## src/rtl/alu_issue_stage.sv

```systemverilog
// alu_issue_stage: builds ALU operands and control from a micro-op, post-processes the ALU result, and holds it in a one-entry output slot.
// Ports:
//   clk, rst_n                          clock, async active-low reset
//   in_valid/in_ready                   micro-op handshake
//   in_class, in_funct3, in_funct7b5    decoded op kind
//   in_rs1/rs2/imm/pc, in_rd            operands and destination
//   alu_a, alu_b, alu_ctr               combinational ALU drive
//   alu_out, alu_zero                   same-cycle ALU response
//   out_valid/out_ready                 result slot handshake
//   out_result, out_rd, out_wen, out_br_taken   registered outcome
module alu_issue_stage #(
  parameter int DATA_WIDTH = 32
) (
  input  logic                  clk,
  input  logic                  rst_n,
  input  logic                  in_valid,
  output logic                  in_ready,
  input  logic [2:0]            in_class,
  input  logic [2:0]            in_funct3,
  input  logic                  in_funct7b5,
  input  logic [DATA_WIDTH-1:0] in_rs1,
  input  logic [DATA_WIDTH-1:0] in_rs2,
  input  logic [DATA_WIDTH-1:0] in_imm,
  input  logic [DATA_WIDTH-1:0] in_pc,
  input  logic [4:0]            in_rd,
  output logic [DATA_WIDTH-1:0] alu_a,
  output logic [DATA_WIDTH-1:0] alu_b,
  output logic [3:0]            alu_ctr,
  input  logic [DATA_WIDTH-1:0] alu_out,
  input  logic                  alu_zero,
  output logic                  out_valid,
  input  logic                  out_ready,
  output logic [DATA_WIDTH-1:0] out_result,
  output logic [4:0]            out_rd,
  output logic                  out_wen,
  output logic                  out_br_taken
);
  localparam logic [3:0] ADD = 4'b0000, SUB = 4'b1000, AND = 4'b0111, OR = 4'b0110,
                         XOR = 4'b0100, SLL = 4'b0001, SRL = 4'b0101, SRA = 4'b1101;
  typedef enum logic {EMPTY, FULL} state_t;
  state_t state;
  logic [DATA_WIDTH-1:0] res;
  logic lt_s, lt_u, tk, wen;
  always_comb begin
    alu_a = in_class inside {3'd4, 3'd5} ? in_pc : in_class == 3'd3 ? '0 : in_rs1;
    alu_b = in_class inside {3'd1, 3'd3, 3'd4} ? in_imm : in_class == 3'd5 ? DATA_WIDTH'(4) : in_rs2;
    alu_ctr = in_class == 3'd2 ? SUB :
              in_class > 3'd1 ? ADD :
              in_funct3 == 3'b000 ? ((in_class == 3'd0 && in_funct7b5) ? SUB : ADD) :
              in_funct3 == 3'b001 ? SLL :
              in_funct3[2:1] == 2'b01 ? SUB :
              in_funct3 == 3'b100 ? XOR :
              in_funct3 == 3'b101 ? (in_funct7b5 ? SRA : SRL) :
              in_funct3 == 3'b110 ? OR : AND;
    lt_s = $signed(alu_a) < $signed(alu_b);
    lt_u = alu_a < alu_b;
    // funct3[0] inverts blt/bltu into bge/bgeu; funct3[1] picks the unsigned compare
    tk = in_class == 3'd5 || (in_class == 3'd2 &&
         (in_funct3 == 3'b000 ? alu_zero :
          in_funct3 == 3'b001 ? !alu_zero :
          in_funct3[2] ? ((in_funct3[1] ? lt_u : lt_s) ^ in_funct3[0]) : 1'b0));
    res = in_class == 3'd2 ? in_pc + in_imm :
          in_class > 3'd5 ? '0 :
          (in_class < 3'd2 && in_funct3 == 3'b010) ? DATA_WIDTH'(lt_s) :
          (in_class < 3'd2 && in_funct3 == 3'b011) ? DATA_WIDTH'(lt_u) : alu_out;
    wen = in_rd != 5'd0 && in_class != 3'd2 && in_class < 3'd6;
  end
  assign out_valid = state == FULL;
  assign in_ready = !out_valid || out_ready;
  always_ff @(posedge clk or negedge rst_n) begin
    if (!rst_n) begin
      state <= EMPTY;
      out_result <= '0;
      out_rd <= '0;
      out_wen <= 1'b0;
      out_br_taken <= 1'b0;
    end else if (in_valid && in_ready) begin
      state <= FULL;
      out_result <= res;
      out_rd <= in_rd;
      out_wen <= wen;
      out_br_taken <= tk;
    end else if (out_ready) begin
      state <= EMPTY;
    end
  end
endmodule

```

## config.mk

```make
export PLATFORM = sky130hd
export DESIGN_NAME = alu_issue_stage
export DESIGN_NICKNAME = d
export VERILOG_FILES = /design/src/rtl/alu_issue_stage.sv
export SDC_FILE = /design/constraint.sdc
export NUM_CORES = 1
export LEC_CHECK = 0
export CAP_MARGIN = 40
export CORE_ASPECT_RATIO = 1.5
export CORE_UTILIZATION = 30
export CTS_BUF_LIST = sky130_fd_sc_hd__clkbuf_4
export CTS_CLUSTER_SIZE = 10
export DETAILED_ROUTE_END_ITERATION = 10
export DONT_BUFFER_PORTS = 1
export GPL_TIMING_DRIVEN = 0
export PLACE_DENSITY_LB_ADDON = 0.15
export SKIP_LAST_GASP = 1
export SYNTH_ARGS = -nofsm -noshare
export SYNTH_HDL_FRONTEND = slang
export SYNTH_SLANG_ARGS = --single-unit
export TNS_END_PERCENT = 50
```

## constraint.sdc

```tcl
create_clock -name clk -period 3.6 [get_ports clk]
set_clock_uncertainty 0.1 [all_clocks]
set_input_delay 0.9 -clock clk [delete_from_list [all_inputs] [get_ports clk]]
set_output_delay 0.9 -clock clk [all_outputs]
set_load 0.01 [all_outputs]
```

# [After elaboration in Yosys (flattened, before gate mapping)]
# Cells that the tools add are included.
# Widths: inputs -> output; s select.
[word_totals] reg_bits=40 input_bits=177 out_inout_bits=109
[classes] n_eq_ne=13 muxes=24 n_bitwise=1 magnitude_cmp=6 addsub=1 reduce_logical=17
[op_table] op="$mux 32" count=8
[op_table] op="$lt 32x32->1" count=2
[op_table] op="$mux 4" count=9
[op_table] op="$add 32x32->32" count=1
[op_table] op="$eq 3x3->1 const B" count=5
[op_table] op="$eq 3x2->1 const B" count=4
[op_table] op="$logic_and 1x1->1" count=7
[op_table] op="$mux 1" count=7
[op_table] op="$eq 3x1->1 const B" count=2
[op_table] op="$logic_not 3->1" count=2
[op_table] op="$reduce_bool 5->1" count=1
[op_table] op="$reduce_bool 2->1" count=2
[op_table] op="$gt 3x1->1 const B" count=1
[op_table] op="$gt 3x3->1 const B" count=1
[op_table] op="$lt 3x2->1 const B" count=1
[op_table] op="$lt 3x3->1 const B" count=1
[op_table] op="$ne 3x2->1 const B" count=1
[op_table] op="$reduce_bool 3->1" count=1
[op_table] op="$eq 2x1->1 const B" count=1
[op_table] op="$logic_not 1->1" count=2
[op_table] op="$logic_or 1x1->1" count=2
[op_table] op="$xor 1x1->1" count=1

# [Depth between registers and ports, before layout]
# Gate-level depths: netlist of run 1.
[logic_depth] depth_word=11 depth_mapped=17 ltp_nobuf=14

# [Least setup slack after synthesis of run 1]
# Ideal clock, no wire load.
[synth_path] path_type="input -> register" from="in in_class[1]" to="reg out_result[0]" arrival_ns=3.865 path_buffers=4 setup_ns=0.124 cell_stages=17 slack_ns=-0.489 path_cell_list="clkbuf_1 nor2b_1 clkbuf_1 nor2_1 clkbuf_1 clkbuf_1 a22oi_1 ha_1 nand4_1 nor3_1 and4_1 o311ai_0 a21oi_1 nor2_1 xnor2_1 a21oi_1 a211o_1"
[synth_between] elab_chain_cells=8 elab_cells_between_ends=21 cone_classes="order compare: 4; eq/ne: 5; mux: 8; reduce/logical: 4"
[synth_lines] item="start, declared" line_no="18" source="input logic [2:0] in_class,"
[synth_lines] item="$eq 3x1->1, or another cell as far along" line_no="46" source="alu_b = in_class inside {3'd1, 3'd3, 3'd4} ? in_imm : in_class == 3'd5 ? DATA_WIDTH'(4) : in_rs2;"
[synth_lines] item="$reduce_bool 3->1, or another cell as far along" line_no="46"
[synth_lines] item="$mux 32 (on tied branches)" line_no="46, 45"
[synth_lines] item="$lt 32x32->1" line_no="56" source="lt_u = alu_a < alu_b;"
[synth_lines] item="$mux 32" line_no="65" source="(in_class < 3'd2 && in_funct3 == 3'b011) ? DATA_WIDTH'(lt_u) : alu_out;"
[synth_lines] item="$mux 32" line_no="64" source="(in_class < 3'd2 && in_funct3 == 3'b010) ? DATA_WIDTH'(lt_s) :"
[synth_lines] item="$mux 32" line_no="63" source="in_class > 3'd5 ? '0 :"
[synth_lines] item="$mux 32 *" line_no="62" source="res = in_class == 3'd2 ? in_pc + in_imm :"
[synth_lines] item="end signal, assigned" line_no="79" source="out_result <= res;"
[synth_lines] item="end, declared" line_no="33" source="output logic [DATA_WIDTH-1:0] out_result,"
# Mark *: on every way between the ends. The rest lies on a longest branch, timed or not.
# A chain may end at the register's enable or synchronous reset.

# [Worst setup path after layout of run 1]
[layout_path] from="in in_class[1]" to="reg out_result[0]"
[layout_between] elab_chain_cells=8 elab_cells_between_ends=21 cone_classes="order compare: 4; eq/ne: 5; mux: 8; reduce/logical: 4"
[layout_lines] item="$eq 3x2->1 / $eq 3x3->1 (equally long branches)" line_no="45" source="alu_a = in_class inside {3'd4, 3'd5} ? in_pc : in_class == 3'd3 ? '0 : in_rs1;"
[layout_lines] item="$mux 32 / $reduce_bool 2->1 (equally long branches)" line_no="45"
[layout_lines] item="$mux 32 *" line_no="45"
[layout_lines] item="named net alu_a[23]" line_no="26" source="output logic [DATA_WIDTH-1:0] alu_a,"
[layout_lines] item="$lt 32x32->1" line_no="56"
[layout_lines] item="$mux 32" line_no="65"
[layout_lines] item="$mux 32 *" line_no="64"
[layout_lines] item="$mux 32 *" line_no="63"
[layout_lines] item="$mux 32 *" line_no="62"
# The timed path passes the listed nets; every way through them passes the cells marked *.

==> impl_summary.md, run 1 <==
Setup path
At the worst endpoint, the required time is 3760 ps. STA classifies the critical path endpoint as a flip-flop. The worst setup path is launched from an input port. The critical path contains buffers and inverters numbering 3 combined.

The setup slack on the worst flop-to-flop path is between 1500 and 2000 ps. Measured in cells, the most critical reg-to-reg path has a length of 5. The worst register-to-register path begins at out_valid. The capture point of the worst reg-to-reg path is out_result[27].

The critical setup path kind is in -> reg. For this design, the slowest cell found on the critical path is sky130_fd_sc_hd__ha_4. Traced cell by cell, the critical path runs through clkbuf_16, nor2b_4, a21oi_4, clkbuf_16, buf_12, a22o_1, ha_4, nand2_1, nor3_4, and4_4, o311ai_4, a21oi_4, nor2_2, xnor2_1, a21oi_1, a211o_1. The data arrival time of the critical path is around 3700 ps. On the worst path, the slowest cell contributes a delay of 300 ps.

The largest fanout of any net on the critical path is 5. Grouping stages by cell kind, the critical path spends the most delay in compound AO/OA/AOI/OAI gates.

Clocking
The clock latency on the worst-skew pair is between 300 and 400 ps. The tree is rooted in a sky130_fd_sc_hd__clkbuf_4. The maximum number of buffers from clock root to sink is 2. In this run, CTS created clock tree buffers numbering 5. After clock tree synthesis, the clock-pin slew on the worst setup and hold paths is 140 ps. The level count of the clock H-tree is 2. The count of clock tree sinks is 40. TritonCTS built the clock tree.

Logic synthesis
Yosys attributes the largest share of cell area to sky130_fd_sc_hd__dfrtp_1 20%, sky130_fd_sc_hd__ha_1 16%, sky130_fd_sc_hd__a22o_1 5.8%, sky130_fd_sc_hd__a21oi_1 4.6%, sky130_fd_sc_hd__nor2_1 4.5%. Counting flops with an async set or reset pin after synthesis yields a share of 1.000. sky130_fd_sc_hd__dfrtp_1 takes more of the synthesized area than any other cell.

Of the post-synthesis cell area, the dominant cell type holds 0.2022. Among all flip-flop cells after synthesis, the most frequent one is sky130_fd_sc_hd__dfrtp_1. In this run, distinct cell masters in the synthesized netlist total 68. The total nets after synthesis is 864.

The sequential element share of the synthesized area is 0.2022. For this run, the number of Yosys warnings is 0. The most common cell in the synthesized netlist is sky130_fd_sc_hd__ha_1. The average size of a mapped cell is around 7.9 um^2. The number of flops mapped to enable cells by yosys is 0. In this run, synthesis produced a sequential element count of 40. After synthesis, the most frequently instantiated cells are 62 x sky130_fd_sc_hd__ha_1, 60 x sky130_fd_sc_hd__nor2_1, 56 x sky130_fd_sc_hd__nand2_1, 46 x sky130_fd_sc_hd__a21oi_1, 41 x sky130_fd_sc_hd__inv_1. The netlist area before placement is 0.004951 mm^2. Synthesis handed over a netlist of about 620 instances.

Final layout
The final standard cell utilization of the core is 0.3702. The ratio of cells with drive above 1 in the final layout is 0.1641. After filler insertion, the fill cell instance count of the layout stands at about 1,700. The number of nets at the end of the flow is about 890. The count of cells in the finished layout, fillers not included, comes to 853. The sequential cell area in the final layout is about 0.001 mm^2. Summing all multi-input logic gate instances after layout gives 0.004065 mm^2. The signed area change from the synthesized netlist to the final layout is 21.05%.

Floorplan
The core region is 0.01619 mm^2. The die covers about 0.017 mm^2. The chip height is approximately 160 um. The initialized floorplan defines 57 standard-cell rows. The initial utilization of the core area, before any placement, comes to 0.3058. In this run the horizontal extent of the chip is between 100 and 150 um. The number of placed I/O pins is ~290.

Placed design
The instance count after placement with tap cells included is 830. The congestion estimate from routability-driven global placement came to slightly above 0.9. Port buffering added 0 buffers. The final HPWL from detailed placement is about 17,000 um.

Global route
The number of global-route vias before repair is between 5,000 and 6,000. The number of antenna violations at the first check in global routing is 1. The global-route wire length before repair is ~30,000 um. For this run the aggregate overflow at the end of global routing stands at 0.

The maximum number of pins on one net before global-route repair is 41. Across every metal layer, demand over resource in global routing totals 0.2245.

Pwr
For this design the static power due to leakage is ~2.7 nW. The total power is around 1.9 mW. Power spread over the standard cell area amounts to about 320 mW/mm^2.

The maximum resistive drop on vdd is between 0.2 and 0.3 mV.

Route
The number of remaining DRC errors is 0. The count of nets left with antenna violations once routing finished came out at 0. Summing over every cut layer, the via total after detailed routing is ~5,000. The detail-routed via count per cell is a little under 6.

Dividing the detail-routed wire length by the instance count gives between 20 and 25 um. The number of violations reported at the end of detailed-routing iteration 0 is roughly 290. Before antenna repair, the detailed router went through 5 iterations. The overall routed net length is approximately 20,000 um.

STA
The highest clock rate is 280.3 MHz. In the finished design, the share of the clock period the worst path needs comes to 0.9909. The worst hold slack is approximately 90 ps. Setup repair after global routing could not meet its margin everywhere.

Setup violations remaining at the end of the flow were counted as 0. The number of hold-slack violations in the final timing report is 0. For the pin with the worst max-slew slack, the measured transition is approximately 600 ps.

The max-slew violation count came to 0. Counting I/O delays and the setup requirement, the final critical path takes approximately 3600 ps. The headroom to the max-slew limit is 0.6025.

Job
The number of max-cap violations is 0.

Outcome
The flow ran to the end, and the final reports show no timing, DRC or antenna violations.

Hold path
The classification of the worst-slack hold path is in -> async.
-- power breakdown --
part	internal (mW)	leakage [nW]	total, mW	switching, mW
combinational	0.407	2.18	0.982	0.574
sequential	0.518	0.476	0.603	0.0852
clock	0.145	0.0412	0.312	0.167
-- final cells by class --
type                       count  area share
multi-input combinational    510      0.6783
clock inverter                 3    0.007098
inverter                      41     0.02568
antenna                        1   0.0004175
sequential                    40      0.1670
timing repair buffer          15     0.02213
tap                          206     0.04301
buffer                        32     0.05010
clock buffer                   5    0.006263
-- what timing repair did --
action | CTS | global route
setup endpoints to repair | 2 | 2
hold endpoints to repair | 0 | 0
hold buffers | 0 | 0
cloned | 1 | 0
gates resized for setup | 67 | 16
pin swaps | 14 | 16
buffers inserted | 10 | 4
-- kinds of logic after synthesis --
kind of cell,Yosys count,share of synthesized area
AOI/OAI and AO/OA,232,0.3493
xor gates and xnor gates,33,0.05838
adders and majority gates,63,0.1607
buffers and inverters,74,0.05813
DFF,40,0.2022
and+or+nand+nor,182,0.1713
-- cells in the final DEF (no fill, tap or decap), types with 5 or more instances in the layout --
master,Yosys,layout
sky130_fd_sc_hd__nand4_1,9,9
sky130_fd_sc_hd__a21oi_1,46,44
sky130_fd_sc_hd__clkbuf_8,0,5
sky130_fd_sc_hd__o21ai_1,4,5
sky130_fd_sc_hd__clkbuf_1,30,16
sky130_fd_sc_hd__a221oi_1,18,18
sky130_fd_sc_hd__a22oi_1,26,18
sky130_fd_sc_hd__dfrtp_1,40,40
sky130_fd_sc_hd__a22oi_2,0,8
sky130_fd_sc_hd__ha_1,62,53
sky130_fd_sc_hd__a22o_1,33,21
sky130_fd_sc_hd__nand2_1,56,55
sky130_fd_sc_hd__nor3_1,8,6
sky130_fd_sc_hd__a21o_1,18,18
sky130_fd_sc_hd__xor2_1,13,13
sky130_fd_sc_hd__a22o_4,0,11
sky130_fd_sc_hd__inv_1,41,41
sky130_fd_sc_hd__xnor2_1,20,20
sky130_fd_sc_hd__o21a_1,5,5
sky130_fd_sc_hd__nand3_1,13,12
sky130_fd_sc_hd__ha_4,0,9
sky130_fd_sc_hd__o21ai_0,26,24
sky130_fd_sc_hd__and3_1,12,12
sky130_fd_sc_hd__nor2_1,60,58
sky130_fd_sc_hd__a31oi_1,9,9
sky130_fd_sc_hd__clkbuf_4,0,7
sky130_fd_sc_hd__o22ai_1,6,6
sky130_fd_sc_hd__buf_4,0,13
-- flip-flops by register name (all words and copies together) (netlist names) --
name / count
out_br_taken: 1
out_result: 32
out_valid: 1
out_wen: 1
out_rd: 5
-- stage by stage --
stage / setup slack [ps] / area, um^2 / setup TNS (ps)
final: 32.61 / 5993 / 0
after global routing: -59.07 / 5993 / -59.07
after CTS: -28.34 / 5838 / -28.34
after detailed placement: -1202 / 5310 / -2293
after global placement: -1136 / 5310 / -2191
after floorplan: -22.75 / 5052 / -22.75
-- worst max path at each step --
stage,cells past startpoint,start,end
3_5_place_dp,15,in_class[2],out_result[0]
6_report,16,in_class[1],out_result[0]
4_1_cts,15,in_class[1],out_result[0]
2_1_floorplan,16,in_class[1],out_result[0]
5_1_grt,16,in_class[1],out_result[0]
3_3_place_gp,17,in_class[2],out_result[0]
-- routing by layer --
metal,GRT usage,up-vias,part of all wire
li1,-,2392,-
met1,0.2577,2364,0.39
met2,0.4188,217,0.52
met3,0.03602,23,0.059
met4,0.06413,0,0.024
met5,0,-,0
No activity file was read; power rests on OpenSTA's default activity.
==> run 2, diff against run 1 <==
Settings changed: CORE_AREA set to 2 2 111 113, CORE_ASPECT_RATIO 1.5 to unset, CORE_UTILIZATION 30 to unset, DIE_AREA set to 0 0 113 115.
==> run 2 against run 1 <==
  * The flow now finishes with violations (DRC, setup timing)
  * Non-clock buffer count shrank 2
  * Combinational power shrank 3.1%
  * Register-to-register slack lost 40 ps
  * Clock power grew 41%
  * Final area shrank 3.3%
  * Cell count shrank 7.2%
  * First-iteration DRC count grew 9.0%
  * Largest cell class unchanged
==> impl_summary.md, run 2 (synthesized netlist as in run 1, its figures left out) <==
Outcome
Result of the run: finished, violations left (was finished, final reports clean). The final reports fail on DRC, setup timing.

Route
The number of remaining DRC errors is 15 (was 0). The overall routed net length is 18,530 um (was 19,740 um). The count of TritonRoute iterations in the first routing pass is 8 (was 5).

The number of violations reported at the end of detailed-routing iteration 0 is 314 (was 288). The average detailed-routed wire length per instance is 23.39 um (was 23.14 um). The routed via count is 5,035 (was 4,996). The detail-routed via count per cell is 6.357 (was 5.857). The number of antenna-violating nets in the routed design is 0 (unchanged).

Clocking
The number of buffers created by CTS is 5 (unchanged). The maximum number of buffers from clock root to sink was 2 (unchanged). The level count of the clock H-tree is 2 (unchanged).

The clock latency on the worst-skew pair is 350 ps (was 360 ps). The count of clock tree sinks was 40 (unchanged). The clock tree root buffer cell is sky130_fd_sc_hd__clkbuf_4 (unchanged). The clock-pin slew of the registers on the worst-case setup and hold paths was 130 ps (was 140 ps). The clock tree from TritonCTS is done (unchanged). The hold buffer count at CTS was 0 (unchanged).

Final layout
Biggest registers after layout: out_result (32), out_rd (5) (unchanged). The number of flip-flops under the largest register name is 32 (unchanged). The register containing the most flip-flops in the final layout is out_result (unchanged).

The signed area change from the synthesized netlist to the final layout is 17.03% (was 21.05%). The number of nets at the end of the flow is 883 (was 885). The ratio of cells with drive above 1 in the final layout is 0.1460 (was 0.1641). Commonest cells after routing, fill and taps aside: 58 x sky130_fd_sc_hd__nor2_1, 58 x sky130_fd_sc_hd__ha_1, 55 x sky130_fd_sc_hd__nand2_1 (was 58 x sky130_fd_sc_hd__nor2_1, 55 x sky130_fd_sc_hd__nand2_1, 53 x sky130_fd_sc_hd__ha_1).

Pwr
The maximum resistive drop on vdd came to 0.1906 mV (was 0.2570 mV). The internal power is 1.197 mW (was 1.070 mW). The power density over the cells came to 344.8 mW/mm^2 (was 316.4 mW/mm^2). The switching share of power is 0.4011 (was 0.4357). The sequential group share of total power is 0.304 (was 0.318).

The leakage power is 2.693 nW (was 2.702 nW). The combinational share of power came to 0.476 (was 0.518). The part of the total power dissipated in the clock network was 0.220 (was 0.164). The switching power is 0.8015 mW (was 0.8262 mW).

STA
The time the worst path needs with I/O delays and setup was 3625 ps (was 3567 ps). The transition at the pin with the smallest max-transition slack was 571.2 ps (was 596.3 ps). The highest clock rate is 275.9 MHz (was 280.3 MHz). The fraction of the cycle the final worst path needs is 1.007 (was 0.9909). The headroom to the max-slew limit is 0.6192 (was 0.6025). The worst setup margin is -24.79 ps (was 32.61 ps).

The setup TNS is -24.79 ps (was 0 ps). The worst hold slack is 113.1 ps (was 87.86 ps). The setup violation total in the final timing report was 1 (was 0).

Unrepaired setup endpoints after global routing: yes (unchanged). The max-slew violation count came to 0 (unchanged). The number of hold-slack violations in the final timing report came to 0 (unchanged).

Placed design
The final HPWL from detailed placement is 15,260 um (was 16,510 um). The worst setup slack before clock tree synthesis is -1050 ps (was -1202 ps). The port buffer count is 0 (unchanged).

The global placer's final weighted congestion is 0.9274 (was 0.9078).

Floorplan
The core outline area is 0.01181 mm^2 (was 0.01619 mm^2). The chip height is 115 um (was 159.3 um). The site row count is 40 (was 57).

The number of placed I/O pins is 286 (unchanged). The horizontal die dimension was 113 um (was 106.9 um). The overall die area is 0.01300 mm^2 (was 0.01703 mm^2). The effective utilization at floorplan came to 0.4192 (was 0.3058).

Global route
The number of antenna violations at the first check in global routing was 1 (unchanged). The overall track demand over capacity in global routing is 0.2638 (was 0.2245). The maximum number of pins on one net before global-route repair is 41 (unchanged). The total overflow reported by the global router is 0 (unchanged).

The number of global-route vias before repair was 4,854 (was 5,121). The global-route wire length before repair is 26,720 um (was 29,270 um).

Setup path
The element type at the critical path end is a flip-flop (unchanged). The critical setup path kind is in -> reg (unchanged). The number of cell instances on the worst register-to-register path is 5 (unchanged). The largest fanout of any net on the critical path is 10 (was 5).

The data arrival time of the critical path was 3770 ps (was 3730 ps). The data required time at the worst endpoint came to 3750 ps (was 3760 ps). The kind of start point of the critical path is an input port (unchanged).

Job
The number of max-cap violations is 0 (unchanged).

Hold path
The classification of the worst-slack hold path is in -> async (unchanged).
-- run 2: per-layer routing --
metal	global-route usage	up-vias	part of all wire
met5	0	-	0
met4	0.05610	0	0.019
met3	0.04270	21	0.072
met2	0.4591	228	0.48
met1	0.3467	2399	0.43
li1	-	2387	-
-- run 2: through the flow --
step | area, um^2 | instances | power (mW) | util
global route | 5794 | 792 | 2.129 | 0.4906
floorplan | 5052 | 624 | 1.262 | -
finish | 5794 | 792 | 1.998 | 0.4906
CTS | 5477 | 782 | 1.931 | 0.4637
global placement | 5236 | 771 | 1.460 | 0.4433
detailed placement | 5236 | 771 | 1.473 | 0.4433
-- run 2: final timing paths --
| check | startpoint | endpoint | slack [ps] |
|---|---|---|---|
| hold / removal | rst_n | out_rd[1] | 110 |
| setup reg to reg | out_valid | out_result[19] | 1480 |
| max in group asynchronous | rst_n | out_result[27] | 3190 |
| hold reg to reg | out_rd[3] | out_rd[3] | 460 |
| min in group clk | out_rd[3] | out_rd[3] | 460 |
| setup / recovery | in_class[2] | out_result[0] | -20 |
-- run 2: layout make-up --
| type | instances | area, um^2 |
|---|---|---|
| fillers | 1160 | 6017 |
| flip-flops and latches | 40 | 1001 |
| well taps | 147 | 183.9 |
| inverters | 41 | 153.9 |
| diodes | 1 | 2.502 |
| plain buffers | 33 | 251.5 |
| repair buffers | 12 | 111.4 |
| clock buffers | 5 | 37.54 |
| multi-input cells | 510 | 3963 |
| clock inverters | 3 | 90.09 |
-- run 2: timing repair --
action / 4_1_cts / 5_1_grt
resized for setup: 25 / 43
endpoints found under the hold margin: 0 / 0
buffers inserted: 3 / 8
setup endpoints to repair: 2 / 2
gates cloned: 0 / 1
pin swaps: 3 / 10
-- run 2: worst max-delay path, stage by stage --
cell	delay, ps
sky130_fd_sc_hd__buf_6	120
sky130_fd_sc_hd__nor2b_1	130
sky130_fd_sc_hd__buf_4	160
sky130_fd_sc_hd__a21oi_4	290
sky130_fd_sc_hd__clkbuf_16	220
sky130_fd_sc_hd__buf_4	120
sky130_fd_sc_hd__a22o_4	130
sky130_fd_sc_hd__ha_1	240
sky130_fd_sc_hd__a21o_1	180
sky130_fd_sc_hd__a21o_1	180
sky130_fd_sc_hd__a211oi_2	270
sky130_fd_sc_hd__a21oi_1	100
sky130_fd_sc_hd__buf_4	180
sky130_fd_sc_hd__nor2_4	110
sky130_fd_sc_hd__xnor2_2	120
sky130_fd_sc_hd__a21oi_1	90
sky130_fd_sc_hd__a211o_1	230
-- run 2: power by group through the flow --
stage	combinational [mW]	sequential (mW)	clock [mW]
2_1_floorplan	0.666	0.595	0
3_3_place_gp	0.846	0.614	0
3_5_place_dp	0.857	0.616	0
4_1_cts	0.880	0.607	0.444
5_1_grt	1.05	0.616	0.462
6_report	0.952	0.607	0.439
==> run 3, diff against run 2 <==
Settings changed: SETUP_SLACK_MARGIN set to 0.5.
==> run 3 against run 2 <==
  * The flow finishes with violations (DRC)
  * Combinational power grew 7%
  * Core utilization grew 1.7 points
  * Critical path depth is the same
  * Clock-buffer cell count is the same
  * Die area is the same
  * Final area grew 3.5%
  * Critical path type unchanged
  * Critical endpoint unchanged
  * Largest power group unchanged
==> impl_summary.md, run 3 (synthesized netlist as in run 1, its figures left out) <==
Route
The detail-routed via count per cell is 6.375 (was 6.357). The number of violations reported at the end of detailed-routing iteration 0 is 282 (was 314). The number of remaining DRC errors is 15 (unchanged). The count of TritonRoute iterations in the first routing pass is 8 (unchanged). The average detailed-routed wire length per instance came to 23.70 um (was 23.39 um). The number of antenna-violating nets in the routed design is 0 (unchanged).

The routed via count came to 5,100 (was 5,035). The overall routed net length is 18,960 um (was 18,530 um).

Outcome
Result of the run: finished, violations left (unchanged). Failing checks: DRC (was DRC, setup timing).

Setup path
The data required time at the worst endpoint was 3770 ps (was 3750 ps). The critical setup path kind is in -> reg (unchanged). The largest fanout of any net on the critical path was 6 (was 10). The element type at the critical path end was a flip-flop (unchanged). The data arrival time of the critical path is 3760 ps (was 3770 ps). The kind of start point of the critical path is an input port (unchanged).

Job
The number of max-cap violations is 0 (unchanged).

Final layout
The final standard cell utilization of the core is 0.5079 (was 0.4906). The number of flip-flops under the largest register name came to 32 (unchanged). The non-filler instance count after layout was 800 (was 792).

The post-route cell area is 0.006000 mm^2 (was 0.005794 mm^2). The signed area change from the synthesized netlist to the final layout is 21.18% (was 17.03%). The ratio of cells with drive above 1 in the final layout was 0.1856 (was 0.1460). Biggest registers after layout: out_result (32), out_rd (5) (unchanged). Commonest cells after routing, fill and taps aside: 58 x sky130_fd_sc_hd__nor2_1, 55 x sky130_fd_sc_hd__nand2_1, 53 x sky130_fd_sc_hd__ha_1 (was 58 x sky130_fd_sc_hd__nor2_1, 58 x sky130_fd_sc_hd__ha_1, 55 x sky130_fd_sc_hd__nand2_1). The register containing the most flip-flops in the final layout is out_result (unchanged). The library cell used most frequently in the layout, excluding fill and tap cells, is sky130_fd_sc_hd__nor2_1. The number of nets at the end of the flow is 891 (was 883).

STA
The fraction of the cycle the final worst path needs is 0.9976 (was 1.007). The number of hold-slack violations in the final timing report is 0 (unchanged). Unrepaired setup endpoints after global routing: yes (unchanged). The worst setup margin is 8.739 ps (was -24.79 ps). The setup TNS is 0 ps (was -24.79 ps). The setup violation total in the final timing report is 0 (was 1). The worst hold slack is 103.8 ps (was 113.1 ps). The highest clock rate is 278.5 MHz (was 275.9 MHz). The time the worst path needs with I/O delays and setup is 3591 ps (was 3625 ps). The headroom to the max-slew limit is 0.6143 (was 0.6192). The max-slew violation count came to 0 (unchanged). The transition at the pin with the smallest max-transition slack is 578.5 ps (was 571.2 ps).

Floorplan
The horizontal die dimension is 113 um (unchanged). The site row count is 40 (unchanged). The overall die area is 0.01300 mm^2 (unchanged).

The effective utilization at floorplan is 0.4192 (unchanged). The number of placed I/O pins was 286 (unchanged). The core outline area was 0.01181 mm^2 (unchanged). The chip height is 115 um (unchanged).

Placed design
The worst setup slack before clock tree synthesis is -997.6 ps (was -1050 ps). The global placer's final weighted congestion is 0.8961 (was 0.9274). The port buffer count came to 0 (unchanged).

The final HPWL from detailed placement is 15,190 um (was 15,260 um). The instance count after placement with tap cells included was 771 (unchanged). The post-detailed-placement cell area is 0.005236 mm^2 (unchanged).

Pwr
The maximum resistive drop on vdd was 0.1059 mV (was 0.1906 mV). The power density over the cells is 308.5 mW/mm^2 (was 344.8 mW/mm^2). The leakage power is 2.732 nW (was 2.693 nW). The total power is 1.851 mW (was 1.998 mW).

Clocking
The clock tree from TritonCTS is done (unchanged). The clock-pin slew of the registers on the worst-case setup and hold paths is 120 ps (was 130 ps). The number of buffers created by CTS is 5 (unchanged). The maximum number of buffers from clock root to sink is 2 (unchanged).

The count of clock tree sinks was 40 (unchanged). The clock latency on the worst-skew pair is 360 ps (was 350 ps). The level count of the clock H-tree came to 2 (unchanged). The clock tree root buffer cell is sky130_fd_sc_hd__clkbuf_4 (unchanged).

Global route
The overall track demand over capacity in global routing is 0.2752 (was 0.2638). The number of antenna violations at the first check in global routing came to 1 (unchanged). The maximum number of pins on one net before global-route repair is 41 (unchanged). The number of global-route vias before repair is 4,931 (was 4,854).

The total overflow reported by the global router is 0 (unchanged). The global-route wire length before repair is 27,720 um (was 26,720 um).

Hold path
The classification of the worst-slack hold path is in -> async (unchanged).
[run 3: cell count changes in the layout (fill, tap and decap cells not counted), moves of 3 or more]
cell                        previous run  this run
sky130_fd_sc_hd__ha_1                 58        53
sky130_fd_sc_hd__o21ai_0              24        21
sky130_fd_sc_hd__a22oi_1              23        17
sky130_fd_sc_hd__ha_4                  4         8
sky130_fd_sc_hd__bufinv_16             3         0
sky130_fd_sc_hd__a22oi_2               3         9
sky130_fd_sc_hd__buf_4                14        17
sky130_fd_sc_hd__buf_8                 1         4
[run 3: worst max-delay path, stage by stage]
cell and delay [ps]:
sky130_fd_sc_hd__clkbuf_16 130, sky130_fd_sc_hd__nor2b_4 110, sky130_fd_sc_hd__buf_8 140, sky130_fd_sc_hd__a21oi_4 40, sky130_fd_sc_hd__buf_12 150, sky130_fd_sc_hd__buf_8 130, sky130_fd_sc_hd__a22o_4 240, sky130_fd_sc_hd__ha_4 290
sky130_fd_sc_hd__nand4_1 180, sky130_fd_sc_hd__nor3_4 280, sky130_fd_sc_hd__and4_4 290, sky130_fd_sc_hd__o311ai_4 110, sky130_fd_sc_hd__a21oi_4 190, sky130_fd_sc_hd__nor2_2 60, sky130_fd_sc_hd__xnor2_1 180, sky130_fd_sc_hd__a21oi_1 100
sky130_fd_sc_hd__a211o_1 240
[run 3: layer usage]
layer | vias to the layer above | part of all wire | GRT usage
li1 | 2406 | - | -
met1 | 2443 | 0.43 | 0.3563
met2 | 223 | 0.48 | 0.4667
met3 | 28 | 0.063 | 0.04797
met4 | 0 | 0.025 | 0.09187
met5 | - | 0 | 0
[run 3: what timing repair did]
action / in CTS / in global routing
buffers inserted: 13 / 6
gates resized for setup: 69 / 30
endpoints found under the setup margin: 54 / 20
pin swaps: 21 / 24
hold buffers: 0 / 0
cloned: 1 / 0
[run 3: path summary, 6_finish.rpt]
kind,depth (start not counted),to,slack (ps),startpoint
worst min register to register,2,out_rd[4],450,out_rd[4]
min in group clk,2,out_rd[4],450,out_rd[4]
worst max-delay path,17,out_result[0],9,in_class[1]
worst min-delay path,0,out_result[8],100,rst_n
worst max register to register,5,out_result[26],1470,out_valid
max in group asynchronous,0,out_result[13],3210,rst_n
[run 3: where the power goes]
group | internal [mW] | switching [mW] | total (mW)
Clock | 0.0749 | 0.153 | 0.228
Sequential | 0.518 | 0.0894 | 0.607
Combinational | 0.421 | 0.594 | 1.02
[run 3: area by class of cell]
class                           instances  area [um^2]
Antenna cell                            1        2.502
Buffer                                 33        296.5
Clock buffer                            5        37.54
Clock inverter                          3        18.77
Fill cell                            1158         5812
Inverter                               41        153.9
Multi-Input combinational cell        510         4131
Sequential cell                        40         1001
Tap cell                              147        183.9
Timing Repair Buffer                   20        173.9
